**src/rtl/switch_scan_ctrl_pkg.sv**
```systemverilog
// Shared constants, FSM state type and width helper for the switch scan controller.
package switch_scan_ctrl_pkg;

    localparam logic [7:0] SEG_ONE   = 8'hF9;
    localparam logic [7:0] SEG_ZERO  = 8'hC0;
    localparam logic [7:0] SEG_BLANK = 8'hFF;

    localparam int MAX_DIGITS = 6;

    typedef enum logic [1:0] {
        IDLE,
        SAMPLE,
        WRITE
    } scan_state_e;

    // Bits needed to hold the values 0..n-1 (never less than one bit).
    function automatic int width_for(input int n);
        return (n <= 2) ? 1 : $clog2(n);
    endfunction

endpackage

```
**src/rtl/switch_scan_ctrl_if.sv**
```systemverilog
// Board-side signal bundle: raw switches in, lamps, 7-segment digits and debug out.
interface switch_scan_ctrl_if #(
    parameter int N_SW = 6
);
    logic [N_SW-1:0] SW;
    logic [N_SW-1:0] LEDR;
    logic [7:0]      HEX0;
    logic [7:0]      HEX1;
    logic [7:0]      HEX2;
    logic [7:0]      HEX3;
    logic [7:0]      HEX4;
    logic [7:0]      HEX5;
    logic            changed;
    logic [2:0]      scan_idx;

    modport master (
        input  SW,
        output LEDR, HEX0, HEX1, HEX2, HEX3, HEX4, HEX5, changed, scan_idx
    );

    modport slave (
        output SW,
        input  LEDR, HEX0, HEX1, HEX2, HEX3, HEX4, HEX5, changed, scan_idx
    );
endinterface

```
**src/rtl/switch_scan_ctrl_seg_digit_encoder.sv**
```systemverilog
// Shared 1-bit to active-low 7-segment encoder.
// SWITCH_SCAN_BLANK_EN: a 0 input blanks the digit instead of showing '0'.
module seg_digit_encoder
    import switch_scan_ctrl_pkg::*;
(
    input  logic       bit_in,
    output logic [7:0] seg
);

`ifdef SWITCH_SCAN_BLANK_EN
    assign seg = bit_in ? SEG_ONE : SEG_BLANK;
`else
    assign seg = bit_in ? SEG_ONE : SEG_ZERO;
`endif

endmodule

```
**src/rtl/switch_scan_ctrl.sv**
```systemverilog
// Round-robin debounce and 7-segment display controller sharing one comparator and encoder.
// SWITCH_SCAN_BLANK_EN: active digits reset to, and show 0 as, a blank digit.
module switch_scan_ctrl
    import switch_scan_ctrl_pkg::*;
#(
    parameter int N_SW       = 6,
    parameter int SAMPLE_DIV = 50000,
    parameter int STABLE_CNT = 4
) (
    input  logic                 CLOCK_50,
    input  logic                 RESET,
    switch_scan_ctrl_if.master   bus
);

    localparam int DIV_W = width_for(SAMPLE_DIV);
    localparam int CNT_W = width_for(STABLE_CNT + 1);
    localparam int IDX_W = width_for(N_SW);

    localparam logic [DIV_W-1:0] DIV_LAST = DIV_W'(SAMPLE_DIV - 1);
    localparam logic [CNT_W-1:0] CNT_LAST = CNT_W'(STABLE_CNT - 1);
    localparam logic [2:0]       IDX_LAST = 3'(N_SW - 1);

`ifdef SWITCH_SCAN_BLANK_EN
    localparam logic [7:0] SEG_RST = SEG_BLANK;
`else
    localparam logic [7:0] SEG_RST = SEG_ZERO;
`endif

    logic [N_SW-1:0]  sw_meta_q, sw_meta_d;
    logic [N_SW-1:0]  sw_sync_q, sw_sync_d;
    logic [DIV_W-1:0] div_q, div_d;
    scan_state_e      state_q, state_d;
    logic [2:0]       idx_q, idx_d;
    logic [N_SW-1:0]  stable_q, stable_d;
    logic [CNT_W-1:0] cnt_q [N_SW];
    logic [CNT_W-1:0] cnt_d [N_SW];
    logic             flip_q, flip_d;
    logic [N_SW-1:0]  ledr_q, ledr_d;
    logic [7:0]       hex_q [MAX_DIGITS];
    logic [7:0]       hex_d [MAX_DIGITS];
    logic             changed_q, changed_d;

    logic             tick;
    logic [IDX_W-1:0] slot;
    logic [7:0]       enc_seg;

    assign tick = (div_q == DIV_LAST);
    assign slot = idx_q[IDX_W-1:0];

    seg_digit_encoder u_enc (
        .bit_in (stable_q[slot]),
        .seg    (enc_seg)
    );

    always_comb begin
        sw_meta_d = bus.SW;
        sw_sync_d = sw_meta_q;
        div_d     = tick ? '0 : div_q + 1'b1;
        state_d   = state_q;
        idx_d     = idx_q;
        stable_d  = stable_q;
        cnt_d     = cnt_q;
        flip_d    = flip_q;
        ledr_d    = ledr_q;
        hex_d     = hex_q;
        changed_d = 1'b0;

        case (state_q)
            IDLE: begin
                if (tick) state_d = SAMPLE;
            end
            SAMPLE: begin
                if (sw_sync_q[slot] == stable_q[slot]) begin
                    cnt_d[slot] = '0;
                end else if (cnt_q[slot] == CNT_LAST) begin
                    stable_d[slot] = ~stable_q[slot];
                    cnt_d[slot]    = '0;
                    flip_d         = 1'b1;
                end else begin
                    cnt_d[slot] = cnt_q[slot] + 1'b1;
                end
                state_d = WRITE;
            end
            WRITE: begin
                // The encoder already sees the freshly updated stable bit for this slot.
                hex_d[slot]  = enc_seg;
                ledr_d[slot] = stable_q[slot];
                changed_d    = flip_q;
                flip_d       = 1'b0;
                idx_d        = (idx_q == IDX_LAST) ? 3'd0 : idx_q + 3'd1;
                state_d      = IDLE;
            end
            default: state_d = IDLE;
        endcase
    end

    always_ff @(posedge CLOCK_50) begin
        if (RESET) begin
            sw_meta_q <= '0;
            sw_sync_q <= '0;
            div_q     <= '0;
            state_q   <= IDLE;
            idx_q     <= 3'd0;
            stable_q  <= '0;
            flip_q    <= 1'b0;
            ledr_q    <= '0;
            changed_q <= 1'b0;
            for (int i = 0; i < N_SW; i++) cnt_q[i] <= '0;
            for (int i = 0; i < MAX_DIGITS; i++) hex_q[i] <= (i < N_SW) ? SEG_RST : SEG_BLANK;
        end else begin
            sw_meta_q <= sw_meta_d;
            sw_sync_q <= sw_sync_d;
            div_q     <= div_d;
            state_q   <= state_d;
            idx_q     <= idx_d;
            stable_q  <= stable_d;
            flip_q    <= flip_d;
            ledr_q    <= ledr_d;
            changed_q <= changed_d;
            cnt_q     <= cnt_d;
            hex_q     <= hex_d;
        end
    end

    assign bus.LEDR     = ledr_q;
    assign bus.HEX0     = hex_q[0];
    assign bus.HEX1     = hex_q[1];
    assign bus.HEX2     = hex_q[2];
    assign bus.HEX3     = hex_q[3];
    assign bus.HEX4     = hex_q[4];
    assign bus.HEX5     = hex_q[5];
    assign bus.changed  = changed_q;
    assign bus.scan_idx = idx_q;

endmodule

```
**src/flat_wrapper.sv**
```systemverilog
// flat-port wrapper written by rule: the top's interface ports become plain ports
module switch_scan_ctrl_flat import switch_scan_ctrl_pkg::*;
#(
    parameter int N_SW       = 6,
    parameter int SAMPLE_DIV = 50000,
    parameter int STABLE_CNT = 4
)
  (CLOCK_50, RESET, bus_SW, bus_LEDR, bus_HEX0, bus_HEX1, bus_HEX2, bus_HEX3, bus_HEX4, bus_HEX5, bus_changed, bus_scan_idx);
  switch_scan_ctrl_if #(.N_SW(N_SW)) bus_i ();
  input  logic CLOCK_50;
  input  logic RESET;
  input wire logic [$bits(bus_i.SW)-1:0] bus_SW;
  output wire logic [$bits(bus_i.LEDR)-1:0] bus_LEDR;
  output wire logic [$bits(bus_i.HEX0)-1:0] bus_HEX0;
  output wire logic [$bits(bus_i.HEX1)-1:0] bus_HEX1;
  output wire logic [$bits(bus_i.HEX2)-1:0] bus_HEX2;
  output wire logic [$bits(bus_i.HEX3)-1:0] bus_HEX3;
  output wire logic [$bits(bus_i.HEX4)-1:0] bus_HEX4;
  output wire logic [$bits(bus_i.HEX5)-1:0] bus_HEX5;
  output wire logic [$bits(bus_i.changed)-1:0] bus_changed;
  output wire logic [$bits(bus_i.scan_idx)-1:0] bus_scan_idx;
  assign bus_i.SW = bus_SW;
  assign bus_LEDR = bus_i.LEDR;
  assign bus_HEX0 = bus_i.HEX0;
  assign bus_HEX1 = bus_i.HEX1;
  assign bus_HEX2 = bus_i.HEX2;
  assign bus_HEX3 = bus_i.HEX3;
  assign bus_HEX4 = bus_i.HEX4;
  assign bus_HEX5 = bus_i.HEX5;
  assign bus_changed = bus_i.changed;
  assign bus_scan_idx = bus_i.scan_idx;
  switch_scan_ctrl #(.N_SW(N_SW), .SAMPLE_DIV(SAMPLE_DIV), .STABLE_CNT(STABLE_CNT)) u_core (.CLOCK_50(CLOCK_50), .RESET(RESET), .bus(bus_i));
endmodule
```
**config.mk**
```make
export PLATFORM = sky130hd
export DESIGN_NAME = switch_scan_ctrl_flat
export DESIGN_NICKNAME = d
export VERILOG_FILES = /design/src/rtl/switch_scan_ctrl_pkg.sv /design/src/rtl/switch_scan_ctrl_if.sv /design/src/rtl/switch_scan_ctrl_seg_digit_encoder.sv /design/src/rtl/switch_scan_ctrl.sv /design/src/flat_wrapper.sv
export SDC_FILE = /design/constraint.sdc
export NUM_CORES = 1
export LEC_CHECK = 0
export BUFFER_PORTS_ARGS = -buffer_cell sky130_fd_sc_hd__buf_2
export CELL_PAD_IN_SITES_DETAIL_PLACEMENT = 0
export CELL_PAD_IN_SITES_GLOBAL_PLACEMENT = 1
export CORE_UTILIZATION = 37
export DETAILED_ROUTE_END_ITERATION = 8
export GPL_ROUTABILITY_DRIVEN = 0
export GPL_TIMING_DRIVEN = 0
export PLACE_DENSITY = 0.75
export RECOVER_POWER = 50
export SLEW_MARGIN = 5
export SYNTH_ARGS = -nofsm -noshare
export SYNTH_HDL_FRONTEND = slang
export SYNTH_SLANG_ARGS = --single-unit
```
**constraint.sdc**
```tcl
create_clock -name CLOCK_50 -period 2.3 [get_ports CLOCK_50]
set_input_delay 0.23 -clock CLOCK_50 [delete_from_list [all_inputs] [get_ports CLOCK_50]]
set_output_delay 0.23 -clock CLOCK_50 [all_outputs]
set_load 0.1 [all_outputs]
```
==> results by group <==
Status
  • Status: finished, final reports clean

Global routing
  • GRT overflow: 0
  • All-Layer GR Usage: 0.156
  • Initial antenna violation count: 0
  • Vias in the first global route: 2272
  • First-pass GRT wire length: 10900 µm
  • Largest net degree at the start of global routing: 12

Setup path
  • Buf+Inv Stages, Crit Path: 3
  • Crit path cell chain: buf_12 > mux4_2 > a21oi_4 > inv_1 > ha_2 > ha_4 > and2_1 > buf_6 > nand4_1 > mux2i_1
  • Critical-path top delay cell: mux4_2
  • Crit path DAT: 2.47 ns
  • CP max stage delay: 0.52 ns
  • Crit path kind: reg2reg
  • Crit start category: flop
  • CP Capture Type: flop
  • CP Max Fanout: 6
  • Critical path required time: 2.57 ns
  • Largest delay contributor family on the critical path: multiplexers

Clock network
  • Hold_buf cts: 0
  • CTS Root Cell: clkbuf_8
  • CTS H-Tree Depth: 3
  • Clk buf depth: 2
  • TritonCTS clock tree: done
  • CTS Buf Count: 9
  • Worst skew pair latency: 0.35 ns
  • Sink Count: 65
  • CTS clk-pin slew, worst paths: 0.07 ns

Logic synthesis
  • Post-Syn Instances: 361
  • Share of the synthesized area in the top cell type: 0.393
  • Syn_area_per_cell: 9.16 µm²
  • Ys async rst share: 0
  • Synthesized area: 3310 µm²
  • Register area share after synthesis: 0.393
  • Synth area leader: dfxtp_1
  • Largest cells by area after synthesis: dfxtp_1 (39%), buf_4 (11%), nor2_1 (4.1%)
  • Syn. warnings: 0
  • Yosys cell types: 46
  • Top FF cell, synth: dfxtp_1
  • #FFs+latches synth: 65
  • Number of synthesized flops with an enable pin: 0

Layout
  • Most frequent cells in the layout: dfxtp_1 (62), buf_4 (57), clkbuf_1 (42)
  • Most common cell after layout, fill and taps aside: dfxtp_1
  • Finished Cell Area: 4050 µm²
  • Nets: 456
  • Layout cell share with drive strength beyond 1: 0.247
  • Area grow syn2layout: 22.5%
  • N_diodes: 0
  • Non-filler cells, final: 553
  • Fillers: 861

Power
  • Combinational share of power: 0.147
  • Flop pwr share: 0.432
  • Leak Pwr: 1.61 nW
  • VDD IR max: 396 µV
  • Switch share: 0.285
  • Int Power: 0.00193 W
  • Switching pwr: 0.000767 W
  • Clk pwr share: 0.421
  • Pwr Density: 664 nW/µm²

STA
  • Clk_skew: 0.0127 ns
  • Slew @ Worst Pin: 1.18 ns
  • Max Transition Viols Final: 0
  • Tcrit/Tclk final: 0.956
  • F_max: 455 MHz
  • Final hold violation count: 0
  • Final setup violating endpoints: 0
  • Worst rel slew slack: 0.219
  • Fin crit period: 2.20 ns

Drt
  • Post-DR vias/cell: 4.75
  • Routed wire length: 7020 µm
  • Initial DRC count: 117
  • Drt first pass iters: 4
  • Vias: 2627
  • Post-route DRC violation count: 0
  • Post-DRT Antenna Nets: 0
  • DR WL/cell: 12.7 µm

Place
  • Post-DP HPWL: 4880 µm
  • Area after DPL: 3790 µm²
  • # port buffers: 41
  • Cells after DPL: 532

Die
  • Die Y: 96.6 µm
  • Die area: 9320 µm²
  • # rows: 34
  • Core area: 8680 µm²
  • Initial Util: 0.381
  • Num ports: 66
  • Die X: 96.6 µm

Flow run
  • Max_cap viols: 0

Worst hold path
  • Hold Crit Class: in2reg
[metrics by stage]
stage / hold slack, ns / worst slack (ns) / util / TNS (ns) / power [W]
finish: 0.0893 / 0.101 / 0.467 / 0 / 0.00269
detailed placement: 0.424 / -0.214 / 0.436 / -1.22 / 0.00157
global placement: 0.417 / -0.120 / 0.436 / -0.966 / 0.00156
floorplan: 0.358 / -0.137 / - / -1.32 / 0.00152
CTS: 0.0773 / 0.0336 / 0.469 / 0 / 0.00269
global route: 0.0922 / -0.000451 / 0.467 / -0.000451 / 0.00280
[timing repair]
action	in CTS	in global routing
setup buffers	6	1
pin swaps	2	2
endpoints found under the hold margin	0	0
endpoints found under the setup margin	19	9
resized for setup	4	4
[power groups by stage]
stage | Sequential (W) | Clock [W] | Combinational [W]
final | 0.00116 | 0.00113 | 0.000395
after floorplan | 0.00119 | 0 | 0.000329
after CTS | 0.00116 | 0.00115 | 0.000385
after detailed placement | 0.00119 | 0 | 0.000379
after global placement | 0.00119 | 0 | 0.000371
after global routing | 0.00117 | 0.00121 | 0.000420
[Yosys cell counts, types with 4 or more instances]
cell type and number:
a21oi_1 12, a311oi_1 4, a32o_1 5, buf_4 50
clkbuf_1 11, dfxtp_1 65, ha_1 8, inv_1 7
mux2i_1 13, mux4_2 4, nand2_1 17, nand2b_1 9
nand3_1 13, nand3b_1 12, nand4_1 6, nor2_1 36
nor2b_1 19, nor3_1 4, o21ai_0 9, o31ai_1 8
or3_1 4, xnor2_1 6, xor2_1 7
[registers in the layout, indices dropped and copies added (netlist names)]
register,flops
u_core.stable_q,6
u_core.bus.HEX3,1
u_core.bus.HEX5,1
u_core.div_q,16
u_core.bus.HEX0,1
u_core.state_q,2
u_core.sw_sync_q,6
u_core.sw_meta_q,6
u_core.bus.scan_idx,3
u_core.bus.HEX1,1
u_core.bus.changed,1
u_core.flip_q,1
u_core.bus.HEX4,1
u_core.cnt_q,18
u_core.bus.HEX2,1
[layer usage]
metal  wire, µm  GRT usage  part of all wire  vias up
met5          0          0                 0        -
met4         80     0.0650             0.011        0
met3        452     0.0360             0.064        6
met2       3120      0.243              0.44       91
met1       3370      0.207              0.48     1199
li1           -          -                 -     1331
[cell type report]
class / count / area, µm² / area share
Buffer: 63 / 448 / 0.111
Sequential cell: 65 / 1310 / 0.323
Clock buffer: 12 / 156 / 0.0386
Tap cell: 108 / 135 / 0.0333
Clock inverter: 4 / 73.8 / 0.0182
Multi-Input combinational cell: 246 / 1680 / 0.415
Timing Repair Buffer: 48 / 220 / 0.0543
Inverter: 7 / 26.3 / 0.00648
[final timing paths]
kind | start | to | slack, ns | cells past startpoint
setup / recovery | u_core.bus.scan_idx[0] | u_core.stable_q[3] | 0.10 | 10
hold reg to reg | u_core.sw_meta_q[4] | u_core.sw_sync_q[4] | 0.44 | 1
setup reg to reg | u_core.bus.scan_idx[0] | u_core.stable_q[3] | 0.10 | 10
hold / removal | bus_SW[0] | u_core.sw_meta_q[0] | 0.09 | 2
[cells by family after synthesis]
| logic type | Yosys count | synth area share |
|---|---|---|
| muxes | 18 | 0.0745 |
| buffers and inverters | 72 | 0.141 |
| DFF | 65 | 0.393 |
| AOI/OAI and AO/OA | 47 | 0.104 |
| and+or+nand+nor | 136 | 0.220 |
| xor gates and xnor gates | 13 | 0.0344 |
| other | 2 | 0.00227 |
| adders and majority gates | 8 | 0.0303 |
No activity file was read; power rests on OpenSTA's default activity.
